File: src/rtl/mio_pkg.sv
`default_nettype none
// ============================================================================
// Module   : mio_pkg
// Brief    : Shared types and address map for the memory/IO bus controller.
// Revision : 1.0 - initial release
// ============================================================================
package mio_pkg;

   typedef enum logic [2:0] {
      ST_IDLE   = 3'd0,
      ST_RAM_RD = 3'd1,
      ST_RAM_WR = 3'd2,
      ST_IO     = 3'd3,
      ST_DONE   = 3'd4
   } state_e;

   typedef enum logic [2:0] {
      RGN_RAM  = 3'd0,
      RGN_GPIO = 3'd1,
      RGN_SW   = 3'd2,
      RGN_CNT  = 3'd3,
      RGN_NONE = 3'd4
   } region_e;

   localparam logic [31:0] GPIO_ADDR = 32'hE000_0000;
   localparam logic [31:0] SW_ADDR   = 32'hF000_0000;
   localparam logic [31:0] CNT_ADDR  = 32'hF000_0004;
   localparam logic [31:0] WORD_MASK = 32'hFFFF_FFFC;

   // Byte lanes are not decoded; every register is a full 32-bit word.
   function automatic logic [31:0] word_align(input logic [31:0] addr);
      return addr & WORD_MASK;
   endfunction

endpackage
`default_nettype wire

File: src/rtl/mio_bus_ctrl_if.sv
`default_nettype none
// ============================================================================
// Module   : mio_bus_ctrl_if
// Brief    : CPU-side request/response bus between CPU controller and MIO.
// Revision : 1.0 - initial release
// ============================================================================
interface mio_bus_ctrl_if;

   logic        CPU_MIO;
   logic        MemRead;
   logic        MemWrite;
   logic [31:0] addr_bus;
   logic [31:0] Data_write;
   logic [31:0] Data_read;
   logic        MIO_ready;

   modport master (
      output CPU_MIO, MemRead, MemWrite, addr_bus, Data_write,
      input  Data_read, MIO_ready
   );

   modport slave (
      input  CPU_MIO, MemRead, MemWrite, addr_bus, Data_write,
      output Data_read, MIO_ready
   );

endinterface
`default_nettype wire

File: src/rtl/mio_addr_decode.sv
`default_nettype none
// ============================================================================
// Module   : mio_addr_decode
// Brief    : Combinational byte address -> region decode.
//            Counter region exists only when MIO_COUNTER_EN is defined.
// Revision : 1.0 - initial release
// ============================================================================
module mio_addr_decode
   import mio_pkg::*;
#(
   parameter logic [31:0] RAM_TOP = 32'h0000_3FFF
) (
   input  logic [31:0] addr,
   output region_e     region
);

   logic [31:0] w_word;

   assign w_word = word_align(addr);

   always_comb begin
      region = RGN_NONE;
      if (w_word <= RAM_TOP) begin
         region = RGN_RAM;
      end else if (w_word == GPIO_ADDR) begin
         region = RGN_GPIO;
      end else if (w_word == SW_ADDR) begin
         region = RGN_SW;
`ifdef MIO_COUNTER_EN
      end else if (w_word == CNT_ADDR) begin
         region = RGN_CNT;
`endif
      end
   end

endmodule
`default_nettype wire

File: src/rtl/mio_bus_ctrl.sv
`default_nettype none
// ============================================================================
// Module   : mio_bus_ctrl
// Brief    : Steers CPU memory requests to block RAM or peripheral registers,
//            sequences RAM wait states and returns a one-cycle MIO_ready.
//            Optional free-running counter at CNT_ADDR: MIO_COUNTER_EN.
// Revision : 1.0 - initial release
// ============================================================================
module mio_bus_ctrl
   import mio_pkg::*;
#(
   parameter int          RAM_AW  = 10,
   parameter int          RAM_LAT = 2,
   parameter logic [31:0] RAM_TOP = 32'h0000_3FFF
) (
   input  logic              clk,
   input  logic              reset,
   mio_bus_ctrl_if.slave     bus,
   output logic [RAM_AW-1:0] ram_addr,
   output logic [31:0]       ram_din,
   output logic              ram_we,
   input  logic [31:0]       ram_dout,
   input  logic [15:0]       sw_in,
   output logic [31:0]       gpio_out,
   output logic              bus_err
);

   localparam logic [2:0] c_wait_last = 3'(RAM_LAT - 1);

   state_e            r_state;
   state_e            w_state_nxt;
   region_e           w_region;
   region_e           r_region;
   logic              w_req;
   logic              w_accept;
   logic              w_ready;
   logic              w_ram_we;
   logic              r_is_write;
   logic [2:0]        r_wait;
   logic [RAM_AW-1:0] r_ram_addr;
   logic [31:0]       r_din;
   logic [31:0]       r_data_read;
   logic [31:0]       r_gpio;
   logic              r_bus_err;
   logic [31:0]       w_io_rdata;
`ifdef MIO_COUNTER_EN
   logic [31:0]       r_cnt;
   logic [31:0]       r_cnt_snap;
`endif

   mio_addr_decode #(
      .RAM_TOP (RAM_TOP)
   ) u_decode (
      .addr   (bus.addr_bus),
      .region (w_region)
   );

   assign w_req    = bus.CPU_MIO & (bus.MemRead | bus.MemWrite);
   assign w_accept = (r_state == ST_IDLE) & w_req;

   always_ff @(posedge clk or negedge reset) begin
      if (!reset) begin
         r_state <= ST_IDLE;
      end else begin
         r_state <= w_state_nxt;
      end
   end

   // MemWrite wins when both strobes are high.
   always_comb begin
      w_state_nxt = r_state;
      w_ready     = 1'b0;
      w_ram_we    = 1'b0;
      case (r_state)
         ST_IDLE: begin
            if (w_req) begin
               if (w_region != RGN_RAM) begin
                  w_state_nxt = ST_IO;
               end else if (bus.MemWrite) begin
                  w_state_nxt = ST_RAM_WR;
               end else begin
                  w_state_nxt = ST_RAM_RD;
               end
            end
         end
         ST_RAM_RD: begin
            if (r_wait == c_wait_last) begin
               w_state_nxt = ST_DONE;
            end
         end
         ST_RAM_WR: begin
            w_ram_we    = 1'b1;
            w_state_nxt = ST_DONE;
         end
         ST_IO: begin
            w_state_nxt = ST_DONE;
         end
         ST_DONE: begin
            w_ready     = 1'b1;
            w_state_nxt = ST_IDLE;
         end
         default: begin
            w_state_nxt = ST_IDLE;
         end
      endcase
   end

   always_comb begin
      w_io_rdata = '0;
      case (r_region)
         RGN_GPIO: w_io_rdata = r_gpio;
         RGN_SW:   w_io_rdata = {16'h0000, sw_in};
`ifdef MIO_COUNTER_EN
         RGN_CNT:  w_io_rdata = r_cnt_snap;
`endif
         default:  w_io_rdata = '0;
      endcase
   end

   always_ff @(posedge clk or negedge reset) begin
      if (!reset) begin
         r_ram_addr  <= '0;
         r_din       <= '0;
         r_region    <= RGN_NONE;
         r_is_write  <= 1'b0;
         r_wait      <= '0;
         r_data_read <= '0;
         r_gpio      <= '0;
         r_bus_err   <= 1'b0;
`ifdef MIO_COUNTER_EN
         r_cnt_snap  <= '0;
`endif
      end else begin
         if (w_accept) begin
            r_ram_addr <= bus.addr_bus[RAM_AW+1:2];
            r_din      <= bus.Data_write;
            r_region   <= w_region;
            r_is_write <= bus.MemWrite;
            r_wait     <= '0;
`ifdef MIO_COUNTER_EN
            r_cnt_snap <= r_cnt;
`endif
         end
         if (r_state == ST_RAM_RD) begin
            if (r_wait == c_wait_last) begin
               r_data_read <= ram_dout;
            end else begin
               r_wait <= r_wait + 3'd1;
            end
         end
         // Unmapped accesses still complete; reads return zero via the mux.
         if (r_state == ST_IO) begin
            if (r_region == RGN_NONE) begin
               r_bus_err <= 1'b1;
            end
            if (!r_is_write) begin
               r_data_read <= w_io_rdata;
            end else if (r_region == RGN_GPIO) begin
               r_gpio <= r_din;
            end
         end
      end
   end

`ifdef MIO_COUNTER_EN
   always_ff @(posedge clk or negedge reset) begin
      if (!reset) begin
         r_cnt <= '0;
      end else if ((r_state == ST_IO) && r_is_write && (r_region == RGN_CNT)) begin
         r_cnt <= r_din;
      end else begin
         r_cnt <= r_cnt + 32'd1;
      end
   end
`endif

   assign bus.Data_read = r_data_read;
   assign bus.MIO_ready = w_ready;
   assign ram_addr      = r_ram_addr;
   assign ram_din       = r_din;
   assign ram_we        = w_ram_we;
   assign gpio_out      = r_gpio;
   assign bus_err       = r_bus_err;

endmodule
`default_nettype wire

File: src/flat_wrapper.sv
// flat-port wrapper written by rule: the top's interface ports become plain ports
module mio_bus_ctrl_flat import mio_pkg::*;
#(
   parameter int          RAM_AW  = 10,
   parameter int          RAM_LAT = 2,
   parameter logic [31:0] RAM_TOP = 32'h0000_3FFF
)
  (clk, reset, ram_addr, ram_din, ram_we, ram_dout, sw_in, gpio_out, bus_err, bus_CPU_MIO, bus_MemRead, bus_MemWrite, bus_addr_bus, bus_Data_write, bus_Data_read, bus_MIO_ready);
  mio_bus_ctrl_if bus_i ();
  input  logic clk;
  input  logic reset;
  output logic [RAM_AW-1:0] ram_addr;
  output logic [31:0] ram_din;
  output logic ram_we;
  input  logic [31:0] ram_dout;
  input  logic [15:0] sw_in;
  output logic [31:0] gpio_out;
  output logic bus_err;
  input wire logic [$bits(bus_i.CPU_MIO)-1:0] bus_CPU_MIO;
  input wire logic [$bits(bus_i.MemRead)-1:0] bus_MemRead;
  input wire logic [$bits(bus_i.MemWrite)-1:0] bus_MemWrite;
  input wire logic [$bits(bus_i.addr_bus)-1:0] bus_addr_bus;
  input wire logic [$bits(bus_i.Data_write)-1:0] bus_Data_write;
  output wire logic [$bits(bus_i.Data_read)-1:0] bus_Data_read;
  output wire logic [$bits(bus_i.MIO_ready)-1:0] bus_MIO_ready;
  assign bus_i.CPU_MIO = bus_CPU_MIO;
  assign bus_i.MemRead = bus_MemRead;
  assign bus_i.MemWrite = bus_MemWrite;
  assign bus_i.addr_bus = bus_addr_bus;
  assign bus_i.Data_write = bus_Data_write;
  assign bus_Data_read = bus_i.Data_read;
  assign bus_MIO_ready = bus_i.MIO_ready;
  mio_bus_ctrl #(.RAM_AW(RAM_AW), .RAM_LAT(RAM_LAT), .RAM_TOP(RAM_TOP)) u_core (.clk(clk), .reset(reset), .bus(bus_i), .ram_addr(ram_addr), .ram_din(ram_din), .ram_we(ram_we), .ram_dout(ram_dout), .sw_in(sw_in), .gpio_out(gpio_out), .bus_err(bus_err));
endmodule
File: config.mk
export PLATFORM = sky130hd
export DESIGN_NAME = mio_bus_ctrl_flat
export DESIGN_NICKNAME = d
export VERILOG_FILES = /design/src/rtl/mio_pkg.sv /design/src/rtl/mio_bus_ctrl_if.sv /design/src/rtl/mio_addr_decode.sv /design/src/rtl/mio_bus_ctrl.sv /design/src/flat_wrapper.sv
export SDC_FILE = /design/constraint.sdc
export NUM_CORES = 1
export LEC_CHECK = 0
export ABC_AREA = 0
export CAP_MARGIN = 20
export CORE_ASPECT_RATIO = 0.7
export CORE_MARGIN = 1
export CORE_UTILIZATION = 40
export DETAILED_ROUTE_END_ITERATION = 7
export GPL_ROUTABILITY_DRIVEN = 0
export PLACE_DENSITY_LB_ADDON = 0.2
export SETUP_SLACK_MARGIN = 0.05
export SYNTH_ARGS = -nofsm -noshare
export SYNTH_HDL_FRONTEND = slang
export SYNTH_SLANG_ARGS = --single-unit
File: constraint.sdc
create_clock -name clk -period 2.85 [get_ports clk]
set_input_delay 0.57 -clock clk [delete_from_list [all_inputs] [get_ports clk]]
set_output_delay 0.57 -clock clk [all_outputs]
set_load 0.03 [all_outputs]
Yosys cells after proc, flatten, opt, wreduce, memory -nomap -nowiden
Cells that the tools add are included.
- output and inout bits: 109
- register bits after elaboration: 117
- bitwise logic cells: 3
- mux-type cells: 18
- add/sub/neg operators: 1
- reduce and logical (&&, ||, !) cells: 6
- equal/unequal tests: 12
- magnitude comparators: 1
- operators with widths (kind ; count):
    32-bit 2-to-1 mux ; 4
    32-bit case mux with 2 select lines ; 1
    30-bit equality test, second input constant ; 2
    32-bit by 14-bit <= comparator with 1-bit output, second input constant ; 1
    3-bit 2-to-1 mux ; 9
    3-bit by 1-bit equality test with 1-bit output, second input constant ; 3
    3-bit by 2-bit equality test with 1-bit output, second input constant ; 3
    3-bit case mux with 3 select lines ; 1
    3-bit equality test, second input constant ; 2
    2-bit by 1-bit != test with 1-bit output, second input constant ; 2
    2-bit AND reduction ; 2
    3-bit by 1-bit adder with 3-bit output, second input constant ; 1
    3-bit logical NOT ; 1
    3-bit AND reduction ; 1
    3-bit nonzero test ; 1
    1-bit AND ; 2
    1-bit 2-to-1 mux ; 2
    2-bit 2-to-1 mux ; 1
    2-bit OR reduction ; 1
    1-bit bitwise OR ; 1

Longest topological paths before layout
- word-level depth: 8
- mapped depth: 7

Modules after synthesis
From an unflattened synthesis, not the netlist that was laid out.
- cells, all modules: 388
- area, all modules: 5118.7 µm²
- by module, submodules not included (module ; cells each ; instances ; area an instance (µm²)):
    mio_bus_ctrl ; 373 ; 1 ; 5024.8
    mio_addr_decode ; 15 ; 1 ; 93.8

Worst setup path before layout
OpenSTA, ideal clock, no wires.
- path type: register -> output
- start point: reg u_core.r_state[2]
- end point: out ram_we
- required time: 2280 ps
- cell stages (with the launch flop): 2
- arrival: 1169 ps
- setup slack: 1111 ps
- cell sequence: dfrtp_1 nor3b_1
- longest elaborated chain between the ends: 2
- ends and longest elaborated chain (element ; line ; source):
    start, declared ; mio_bus_ctrl.sv:30 ; state_e r_state;
    start signal, assigned ; mio_bus_ctrl.sv:65 ; r_state <= w_state_nxt;
    3-bit by 2-bit equality test with 1-bit output ; mio_bus_ctrl.sv:74 ; case (r_state)
    1-bit 2-to-1 mux ; mio_bus_ctrl.sv:74 ;
    end, declared ; flat_wrapper.sv:14 ; output logic ram_we;
Every way passes these cells.

Final worst setup path
- start point: reg u_core.r_state[1]
- end point: out bus_MIO_ready
- longest elaborated chain between the ends: 2
- ends and longest elaborated chain (element ; line ; source):
    3-bit equality test ; mio_bus_ctrl.sv:74 ;
    1-bit 2-to-1 mux ; mio_bus_ctrl.sv:74 ;
    end, declared ; flat_wrapper.sv:25 ; output wire logic [$bits(bus_i.MIO_ready)-1:0] bus_MIO_ready;
Every way passes these cells.

==> out/results.ini <==
[run_status]
status=finished clean

[sta]
period_share_pct=82.0
period_needed_ps=2340
relSlewSlack_pct=51.2
timing.fmax_mhz=428
setup_viol=0
finalClockSkew_ps=6.29
report.final.slew_viol_count=0
hold_viol_final=0
rsz0062_at_grt=no
worst_pin_slew_ps=732
worst_slack_ps=513
setup_tns_ps=0

[cts]
clkTransAtPathRegs_ps=60
clockBufferDepth=2
cts_tree=done
clock_latency_ps=400
clock_sinks=117
clock-root-buffer=clkbuf_16
cts_buffers=17
h-tree-depth=4
post-cts-setup-buffers=0
cts_hold_buf=0
ctsResizeCount=0

[detailed_routing]
drt_iter0_markers=109
wl_per_cell_um=16.7
drt_pre_antenna_iters=4
postRouteAntennaNets=0
drc_errors=0
viasPerCell=5.06
vias=4293
wl_um=14100

[critical_path]
crit_buf_inv=1
critPathKind=flop to output pin
crit_family=buffers and inverters
rrSetupSlack_ps=930
r2r-start=u_core.r_state[2]
startpoint_type=flop
reg2reg_depth=4
path_cells=nor3b_1, clkdlybuf4s50_1
critPathCaptureType=output pin
cp.arrival_ps=1770
critical-path-max-stage-delay_ps=700
required_ps=2280
worstPathMaxFanout=6
r2r-end=u_core.gpio_out[30]
cpMaxStageDelayCell=clkdlybuf4s50_1

[floorplanning]
rows=33
die_w_um=135
core_mm2=0.0119
dieArea_mm2=0.0129
ios=226
initial_core_util_pct=41.8
dieHeight_um=95.3

[finish]
multi_input_area_mm2=0.00190
syn2layout_area_growth_pct=61.2
drive_gt1_share_pct=12.2
final_nets=797
fill_cells=894
fin_util_pct=67.4
finalNonFillerCells=848
diodes=0
seq_area_mm2=0.00293

[pwr]
powerDensity_mw_per_mm2=1030
power_leakage_nw=3.77
ir_drop_v=0.000811

[yosys]
synth_area_leaders=dfrtp_1, nand2_1, mux2_2
synth_warnings=0
syn_area_mm2=0.00497
synth_top_cell_area_share_pct=58.4
ys_seq_area_share_pct=58.9
synth_edf_count=0
ys_seq_elements=117
ys_types=39
synthCells=451
synth_nets=570
async_flop_share_pct=100
avgSynthCellArea_um2=11.0
synth_largest_area_cell=dfrtp_1
synthFlopType=dfrtp_1

[placed_design]
place_inst=815
place_ws_ps=728
dpl.hpwl_um=10000
port_buffers=223

[global_routing]
grt_usage_pct=22.8
grt_pass1_wl_um=22000
gr-total-overflow=0
grt_pass1_vias=4308
grt_antenna_before_repair=0
grt_max_degree=58

[job]
cap_violations=0

[min_path]
hp-class=primary input to asynchronous set/reset pin

## sequential cells by signal (all words and copies together) (netlist names)
name / cells
u_core.r_is_write: 1
u_core.ram_addr: 10
u_core.r_state: 3
u_core.bus.Data_read: 32
u_core.r_region: 3
u_core.r_wait: 3
u_core.bus_err: 1
u_core.gpio_out: 32
u_core.ram_din: 32
## per-layer routing
metal / part of all wire (%) / wire length, µm / up-vias / GRT usage (%)
li1: - / - / 2018 / -
met1: 44 / 6170 / 2101 / 28.9
met2: 47 / 6700 / 166 / 37.0
met3: 8.3 / 1170 / 8 / 7.60
met4: 0.62 / 88 / 0 / 7.12
met5: 0 / 0 / - / 0
## area by class of cell
cell class,count,share of cell area [%]
Inverter,3,0.140
Clock buffer,19,5.52
Tap cell,157,2.45
Clock inverter,13,2.25
Sequential cell,117,36.5
Timing Repair Buffer,235,29.4
Multi-Input combinational cell,304,23.7
## power breakdown
part	internal, mW	switching (mW)
registers	2.23	0.401
clock network	1.48	0.743
logic	1.45	1.98
## cells by family (layout without fill, tap and decap cells)
group | count (synthesis) | after routing | synth area share [%]
AND/OR/NAND/NOR | 177 | 177 | 15.7
flip-flops | 117 | 117 | 58.9
AO/OA/AOI/OAI | 61 | 61 | 7.83
buffers and inverters | 30 | 270 | 3.40
adder cells (fa/ha/maj) | 2 | 2 | 0.503
multiplexers | 64 | 64 | 13.7
## synthesized netlist by cell type (2+ instances only)
| cell | instances |
|---|---|
| a21oi_1 | 18 |
| dfrtp_1 | 116 |
| buf_6 | 6 |
| nor2_1 | 6 |
| nor4_1 | 5 |
| mux2_1 | 2 |
| a22o_1 | 2 |
| nand3_1 | 18 |
| nor3_1 | 2 |
| nand2_1 | 128 |
| clkbuf_1 | 14 |
| nor3b_1 | 3 |
| mux2i_1 | 32 |
| inv_1 | 3 |
| nor3b_2 | 2 |
| a221oi_1 | 16 |
| ha_1 | 2 |
| nand2b_1 | 2 |
| mux2_2 | 30 |
| o21ai_0 | 18 |
| buf_2 | 6 |
| nor2b_1 | 2 |
| nand4_1 | 2 |
## per-stage QoR
stage,hold WS [ps],power (mW),instance area (µm²)
floorplan,274,4.49,4970
global placement,461,6.00,7380
detailed placement,464,6.09,7380
CTS,239,8.36,8010
global route,260,8.73,8020
finish,200,8.28,8020
## placed cells by master, fill, tap and decap left out, drive strengths merged
cell and instances:
clkdlybuf4s50 222, nand2 129, dfrtp 116, mux2i 32
mux2 32, o21ai 19, clkbuf 19, nand3 18
a21oi 18, a221oi 16, buf 13, nor2 6
nor4 5, clkinv 5, nor3b 5, bufinv 4
inv 4, clkinvlp 3, nand2b 2, nand4 2
nor3 2, a22o 2, ha 2, nor2b 2
and3b 1, nor4b 1, and2 1, o2bb2ai 1
o31ai 1, and3 1, o21a 1, and4b 1
or4 1, a31oi 1, a211oi 1, a31o 1
dfstp 1
## worst reg2reg max path: stages, from the launching register on
cell     delay, ps
dfrtp_1        440
and3b_1        300
and3_2         470
buf_12         240
mux2_2         350
## worst max-delay path by stage
stage	from	endpoint	slack (ps)	depth (start not counted)
floorplan	u_core.r_state[2]	ram_we	1110	1
global placement	bus_CPU_MIO	u_core.ram_din[18]	780	6
detailed placement	bus_CPU_MIO	u_core.ram_din[11]	730	6
CTS	u_core.r_state[1]	bus_MIO_ready	500	2
global route	u_core.r_state[2]	bus_MIO_ready	380	2
finish	u_core.r_state[1]	bus_MIO_ready	510	2
Power figures use the tool's default switching activity.
